--- src/rtl/fetch_unit.sv ---
// Instruction fetch: owns the PC, keeps one request in flight to instruction memory
// and buffers returned words in a small FIFO feeding the IF/ID register.
module fetch_unit #(
    parameter logic [31:0] RESET_PC    = 32'h0000_0000,
    parameter int          QUEUE_DEPTH = 4
) (
    input  logic        clk,
    input  logic        resetN,
    input  logic        stall,
    input  logic        shouldBranch,
    input  logic [31:0] branchTarget,
    output logic        imemReq,
    output logic [31:0] imemAddr,
    input  logic        imemReady,
    input  logic        imemRespValid,
    input  logic [31:0] imemRespData,
    output logic        instrValid,
    output logic [31:0] instruction,
    output logic [31:0] instrPc,
    output logic        misalignedTarget
);
    localparam int PW = $clog2(QUEUE_DEPTH);
    localparam int CW = PW + 1;

    logic [31:0]   fetchPc;
    logic [31:0]   reqPc;
    logic          outstanding;
    logic          discard;
    logic [PW-1:0] rdPtr;
    logic [PW-1:0] wrPtr;
    logic [CW-1:0] count;
    logic [31:0]   qInstr [QUEUE_DEPTH];
    logic [31:0]   qPc    [QUEUE_DEPTH];

    logic          room;
    logic          respFire;
    logic          accept;
    logic          push;
    logic          pop;

    always_comb begin
        // A buffered entry plus the in-flight one must still fit, so a push never overflows.
        room        = (count + {{(CW-1){1'b0}}, outstanding}) < CW'(QUEUE_DEPTH);
        imemReq     = resetN && !shouldBranch && room &&
                      (!outstanding || (imemRespValid && !discard));
        imemAddr    = fetchPc;
        instrValid  = (count != '0) && !shouldBranch;
        instruction = qInstr[rdPtr];
        instrPc     = qPc[rdPtr];
        respFire    = imemRespValid && outstanding;
        accept      = imemReq && imemReady;
        push        = respFire && !discard && !shouldBranch;
        pop         = instrValid && !stall;
    end

    always_ff @(posedge clk or negedge resetN) begin
        if (!resetN) begin
            fetchPc          <= RESET_PC;
            reqPc            <= '0;
            outstanding      <= 1'b0;
            discard          <= 1'b0;
            rdPtr            <= '0;
            wrPtr            <= '0;
            count            <= '0;
            misalignedTarget <= 1'b0;
            for (int i = 0; i < QUEUE_DEPTH; i++) begin
                qInstr[i] <= '0;
                qPc[i]    <= '0;
            end
        end else begin
            misalignedTarget <= shouldBranch && (branchTarget[1:0] != 2'b00);

            if (accept) begin
                reqPc   <= fetchPc;
                fetchPc <= fetchPc + 32'd4;
            end
            if (accept)
                outstanding <= 1'b1;
            else if (respFire)
                outstanding <= 1'b0;

            if (shouldBranch) begin
                fetchPc <= {branchTarget[31:2], 2'b00};
                count   <= '0;
                rdPtr   <= '0;
                wrPtr   <= '0;
                // The in-flight wrong-path word must be dropped when it finally returns.
                if (outstanding && !imemRespValid)
                    discard <= 1'b1;
                else if (respFire)
                    discard <= 1'b0;
            end else begin
                if (respFire && discard)
                    discard <= 1'b0;
                if (push) begin
                    qInstr[wrPtr] <= imemRespData;
                    qPc[wrPtr]    <= reqPc;
                    wrPtr         <= wrPtr + 1'b1;
                end
                if (pop)
                    rdPtr <= rdPtr + 1'b1;
                count <= count + CW'(push) - CW'(pop);
            end
        end
    end
endmodule

--- config.mk ---
export PLATFORM = sky130hd
export DESIGN_NAME = fetch_unit
export DESIGN_NICKNAME = d
export VERILOG_FILES = /design/src/rtl/fetch_unit.sv
export SDC_FILE = /design/constraint.sdc
export NUM_CORES = 1
export LEC_CHECK = 0
export BUFFER_PORTS_ARGS = -buffer_cell sky130_fd_sc_hd__buf_2
export CORE_MARGIN = 5
export CORE_UTILIZATION = 50
export DETAILED_ROUTE_END_ITERATION = 8
export PLACE_DENSITY = 0.85
export REMOVE_ABC_BUFFERS = 1
export SLEW_MARGIN = 20
export SYNTH_ARGS = -nofsm -noshare
export SYNTH_HDL_FRONTEND = slang
export SYNTH_SLANG_ARGS = --single-unit
--- constraint.sdc ---
create_clock -name clk -period 2.4 [get_ports clk]
set_clock_uncertainty 0.15 [all_clocks]
set_input_delay 0.24 -clock clk [delete_from_list [all_inputs] [get_ports clk]]
set_output_delay 0.24 -clock clk [all_outputs]
set_load 0.02 [all_outputs]
==> flow_metrics.tcl, run 1 <==
set metrics [dict create \
    hold_violations 0 \
    grt_max_degree 152 \
    cp-start-kind "flop" \
    cp-end-kind "output port" \
    crit_cells 4 \
    fillers 1979 \
    hold_slack_ps 61.04 \
    r2r-end "count[2]$_DFF_PN0_" \
    nNetsFinal 1336 \
    synth-seq-area-share_pct 55.97 \
    layout_common_cells "316 x dfrtp_1, 248 x mux2_2, 143 x buf_2" \
    syn_inst 1004 \
    instances_no_fill 1659 \
    synth.distinct_cells 53 \
    grt_pass1_vias 10330 \
    path_buf_inv 3 \
    cts_tree "yes" \
    hpwl_um 22130 \
    diodes 0 \
    cts_root_buffer "clkbuf_16" \
    async_reset_ff_share_pct 100.0 \
    routed_wl_um 37200 \
    multiInputGateArea_um2 5959 \
    crit_required_ps 2010 \
    clk_pin_slew_ps 60 \
    synth_area_um2 14220 \
    cap_viol_max_count 0 \
    final_util_pct 63.84 \
    dieArea_um2 31910 \
    fp.coreArea_um2 27930 \
    startpoint "rdPtr[0]$_DFFE_PN0P_" \
    tns_ps 0 \
    port_buffers 164 \
    clk_latency_ps 520 \
    detail_route.wl_per_cell_um 22.42 \
    max_stage_delay_ps 550 \
    placedCellCount 1519 \
    max_clock_freq_ghz 0.4178 \
    power_uw 17670 \
    synth_edf_count 0 \
    syn_area_per_cell_um2 14.16 \
    regArea_um2 7965 \
    crit_end "instruction[29]" \
    cts_sinks 318 \
    die_h_um 178.6 \
    cts_buffers 35 \
    reg2reg_slack_ps 120 \
    drt_iter0_markers 941 \
    worst_slew_pin_slew_ps 825.8 \
    place_congestion 0.8840 \
    setup_viol 0 \
    synth_ff_type "dfrtp_1" \
    clk_path_buf_depth 3 \
    num_vias 9833 \
    antenna_found_initial 0 \
    r2r_cells 9 \
    drv_slew 0 \
    ios 169 \
    gr-total-overflow 0 \
    ys_ff_latch 318 \
    period_needed_ps 2393 \
    postRouteAntennaNets 0 \
    period_share_pct 99.73 \
    maxSlewHeadroom_pct 44.95 \
    syn2layout_area_growth_pct 25.42 \
    viasPerCell 5.927 \
    grt_first_pass_wirelength_um 56510 \
    synth-warning-count 0 \
    final_common_cell "dfrtp_1" \
    ir_drop_mv 0.5752 \
    p_leak_uw 0.008711 \
    slowest_stage "mux4_2" \
    grt_usage_pct 22.49 \
    htree_levels 2 \
    cp.arrival_ps 2000 \
    hold_path_class "in -> reg" \
    drt-pass1-iter-count 6 \
    fp-row-count 61 \
    drc_errors 0 \
    power.density_nw_per_um2 990.7 \
    start_util_pct 50.90 \
    cp_max_fo 8 \
    outcome "complete, no violations" \
    layout-drive-gt1-share_pct 45.90 \
    fp.dieW_um 178.6 \
    crit_family "multiplexers" \
    crit_type "reg -> out" \
    rsz0062_at_grt "true" \
    rr_startpoint "count[2]$_DFF_PN0_" \
    cp_cell_sequence "buf_12 -> clkbuf_16 -> mux4_2 -> buf_6" \
]
[worst min path at each step]
stage | from | to | slack (ps) | depth (start not counted)
global placement | resetN | qInstr[109]$_DFFE_PN0P_ | 70 | 2
global route | stall | rdPtr[0]$_DFFE_PN0P_ | 50 | 4
floorplan | resetN | count[0]$_DFF_PN0_ | -210 | 0
CTS | stall | rdPtr[0]$_DFFE_PN0P_ | 10 | 4
detailed placement | resetN | qInstr[79]$_DFFE_PN0P_ | 70 | 2
finish | stall | rdPtr[0]$_DFFE_PN0P_ | 60 | 4
[sequential cells by signal (all words and copies together), names as in the netlist, 2 cells and up]
name / count
reqPc: 30
wrPtr: 2
qInstr: 128
rdPtr: 2
imemAddr: 30
qPc: 120
count: 3
[cell usage after synthesis (9+ instances only)]
library cell | number | area share, %
dfrtp_1 | 318 | 56
buf_2 | 37 | 1.3
clkbuf_1 | 12 | 0.32
nor2_1 | 14 | 0.37
mux2_2 | 248 | 20
a21oi_1 | 15 | 0.53
inv_1 | 17 | 0.45
nand3_1 | 20 | 0.70
nand2_1 | 109 | 2.9
mux4_2 | 62 | 9.8
nand4_1 | 9 | 0.40
o21ai_0 | 23 | 0.81
nor3_1 | 12 | 0.42
[kinds of logic (layout without fill, tap and decap cells)]
| logic type | after synthesis | count (layout) | synth area share [%] |
|---|---|---|---|
| buffers and inverters | 78 | 351 | 2.570 |
| adders and majority gates | 8 | 8 | 0.7568 |
| other | 1 | 4 | 0.02638 |
| AOI/OAI and AO/OA | 80 | 80 | 3.855 |
| xor gates and xnor gates | 7 | 7 | 0.4841 |
| and+or+nand+nor | 200 | 201 | 6.733 |
| DFF | 318 | 318 | 55.97 |
| muxes | 312 | 312 | 29.60 |
[what timing repair did]
item	CTS	global route
pin swaps	0	1
setup buffers	1	3
gates cloned	0	8
endpoints found under the hold margin	199	0
hold buffers	68	0
gates resized for setup	9	44
setup endpoints to repair	41	38
[tightest hold or removal path, stage by stage]
cell and delay (ps):
buf_2 90, nor3_1 60, buf_4 150, mux2i_1 130
[layer usage]
metal / GRT usage, % / wire (µm)
met1: 30.14 / 14940
met2: 36.43 / 17940
met3: 5.214 / 3117
met4: 7.739 / 1205
met5: 0 / 0
[stage by stage]
step | area, µm² | worst slack (ps)
after floorplan | 13930 | -1244
after global placement | 15630 | 257.2
after detailed placement | 15630 | 150.2
after CTS | 17490 | -32.40
after global routing | 17830 | -47.26
final | 17830 | 6.541
[where the power goes]
group	switching, µW	leakage (µW)	internal (µW)
clock	2140	0.000564	3210
sequential	848	0.00425	6300
combinational	2590	0.00389	2580
total	5580	0.00871	12100
[area by class of cell]
cell class	count	area share (%)
Clock buffer	48	5.522
Clock inverter	12	0.8560
Multi-Input combinational cell	612	33.42
Inverter	17	0.3578
Timing Repair Buffer	274	12.52
Tap cell	378	2.652
Sequential cell	318	44.67
No activity file was read; power rests on OpenSTA's default activity.
==> inputs of run 2 (changes only) <==
BUFFER_PORTS_ARGS = -buffer_cell sky130_fd_sc_hd__buf_4   (was -buffer_cell sky130_fd_sc_hd__buf_2)
GPL_ROUTABILITY_DRIVEN = 1   (was unset)
PLACE_DENSITY = unset   (was 0.85)
PLACE_DENSITY_LB_ADDON = 0.08   (was unset)
==> run 2 against run 1 <==
Net effect:
- die area did not move
- first-iteration DRC count fell by 32%
- final area rose by 1.7%
- final cell count barely moved
- via count fell by 5.5%
- largest cell class unchanged
- global-route usage fell by 0.77 points
- non-clock buffer count did not move
- sequential power fell by 1%
==> flow_metrics.tcl, run 2 (synthesis gave the netlist of run 1 again) <==
set metrics [dict create \
    cts_root_buffer "clkbuf_16" \
    ios 169 \
    setup_viol 0 \
    rsz0062_at_grt "true" \
    viasPerCell 5.607 \
    p_leak_uw 0.008762 \
    start_util_pct 50.90 \
    layout-drive-gt1-share_pct 45.08 \
    largest-register "qInstr" \
    cp-start-kind "flop" \
    port_buffers 164 \
    cp-end-kind "output port" \
    period_share_pct 99.06 \
    rr_startpoint "outstanding$_DFFE_PN0P_" \
    final_common_cell "dfrtp_1" \
    worst_slew_pin_slew_ps 987.5 \
    min_to "rdPtr[0]$_DFFE_PN0P_" \
    nNetsFinal 1335 \
    regArea_um2 7965 \
    period_needed_ps 2377 \
    crit_type "reg -> out" \
    dieArea_um2 31910 \
    drc_errors 0 \
    syn2layout_area_growth_pct 27.55 \
    drt_iter0_markers 637 \
    fillers 2121 \
    cap_viol_max_count 0 \
    num_vias 9297 \
    fp-row-count 61 \
    placed_area_um2 16170 \
    hold_path_class "in -> reg" \
    die_h_um 178.6 \
    hpwl_um 21850 \
    reg.largest.list "qInstr x128, qPc x120" \
    grt_first_pass_wirelength_um 54720 \
    clk_latency_ps 500 \
    r2r-end "imemAddr[17]$_DFFE_PN0P_" \
    reg2reg_slack_ps 170 \
    detail_route.wl_per_cell_um 20.23 \
    clk_pin_slew_ps 50 \
    grt_usage_pct 21.72 \
    max_stage_delay_ps 600 \
    cp_max_fo 14 \
    antenna_found_initial 0 \
    tns_ps 0 \
    grt_max_degree 181 \
    max_clock_freq_ghz 0.4206 \
    maxSlewHeadroom_pct 34.16 \
    routed_wl_um 33540 \
    grt_pass1_vias 9798 \
    final_util_pct 64.92 \
    place_congestion 0.8121 \
    r2r_cells 6 \
    final_cell_area_um2 18130 \
    multiInputGateArea_um2 5946 \
    drt-pass1-iter-count 7 \
    largest_register_ffs 128 \
    diodes 0 \
    cp_cell_sequence "buf_6 -> mux4_2 -> buf_4" \
    htree_levels 2 \
    cts_tree "yes" \
    fp.coreArea_um2 27930 \
    power.density_nw_per_um2 960.0 \
    slowest_stage "mux4_2" \
    fp.dieW_um 178.6 \
    hold_violations 0 \
    worstHoldStart "stall" \
    drv_slew 0 \
    postRouteAntennaNets 0 \
    cts_buffers 35 \
    gr-total-overflow 0 \
    layout_common_cells "316 x dfrtp_1, 248 x mux2_2, 151 x buf_4" \
    ir_drop_mv 0.5546 \
    clk_path_buf_depth 3 \
    cp.arrival_ps 1990 \
    outcome "complete, no violations" \
    crit_required_ps 2010 \
    cts_sinks 318 \
    whs_path_depth 4 \
]
-- run 2: changes by cell type in the layout (fill, tap and decap cells not counted), sizes merged, moves of 2 or more --
cell | previous run | this run
dlygate4sd3 | 68 | 72
inv | 21 | 17
buf | 200 | 202
bufinv | 3 | 1
clkinv | 5 | 3
-- run 2: worst max-delay path, delay by kind of cell (launching register included) --
kind	cells	cell delay, ps
DFF	1	470
muxes	1	600
buffers and inverters	2	430
-- run 2: per-layer routing --
| metal | routed length (µm) | vias up | global-route usage (%) | share of wire (%) |
|---|---|---|---|---|
| li1 | - | 4194 | - | - |
| met1 | 15140 | 4822 | 31.34 | 45 |
| met2 | 16360 | 244 | 35.53 | 49 |
| met3 | 1595 | 37 | 3.391 | 4.8 |
| met4 | 445 | 0 | 4.157 | 1.3 |
| met5 | 0 | - | 0 | 0 |
-- run 2: report_power, final --
group	switching, µW	internal (µW)	total [µW]
combinational	2430	2750	5180
clock	2040	3110	5150
sequential	773	6300	7080
total	5240	12200	17400
-- run 2: layout make-up --
class                           instances  share of cell area, %
Clock buffer                           55                  5.810
Clock inverter                          5                 0.2898
Inverter                               17                 0.3519
Multi-Input combinational cell        611                  32.79
Sequential cell                       318                  43.92
Tap cell                              378                  2.608
Timing Repair Buffer                  274                  14.23
-- run 2: how the worst max path moves through the flow --
stage,start,endpoint,cells after the start
2_1_floorplan,rdPtr[0]$_DFFE_PN0P_,instrPc[10],1
3_3_place_gp,count[1]$_DFF_PN0_,count[2]$_DFF_PN0_,9
3_5_place_dp,count[1]$_DFF_PN0_,count[2]$_DFF_PN0_,9
4_1_cts,rdPtr[0]$_DFFE_PN0P_,instruction[5],3
5_1_grt,rdPtr[0]$_DFFE_PN0P_,instrPc[26],3
6_report,rdPtr[0]$_DFFE_PN0P_,instrPc[26],3
-- run 2: repair_timing --
| item | 4_1_cts | 5_1_grt |
|---|---|---|
| hold buffers | 72 | 0 |
| setup buffers | 0 | 0 |
| pin swaps | 0 | 0 |
| setup endpoints to repair | 16 | 37 |
| resized for setup | 3 | 33 |
| hold endpoints to repair | 180 | 0 |
-- run 2: through the flow --
stage / total power [µW] / hold WS [ps] / setup WS, ps / std cells
4_1_cts: 17400 / 41.80 / -16.61 / 1658
3_3_place_gp: 11970 / 130.3 / 242.7 / 1526
2_1_floorplan: 9890 / -205.6 / -1244 / 946
5_1_grt: 18300 / 68.22 / -43.50 / 1658
3_5_place_dp: 12040 / 131.7 / 169.4 / 1526
6_report: 17410 / 67.13 / 22.55 / 1658
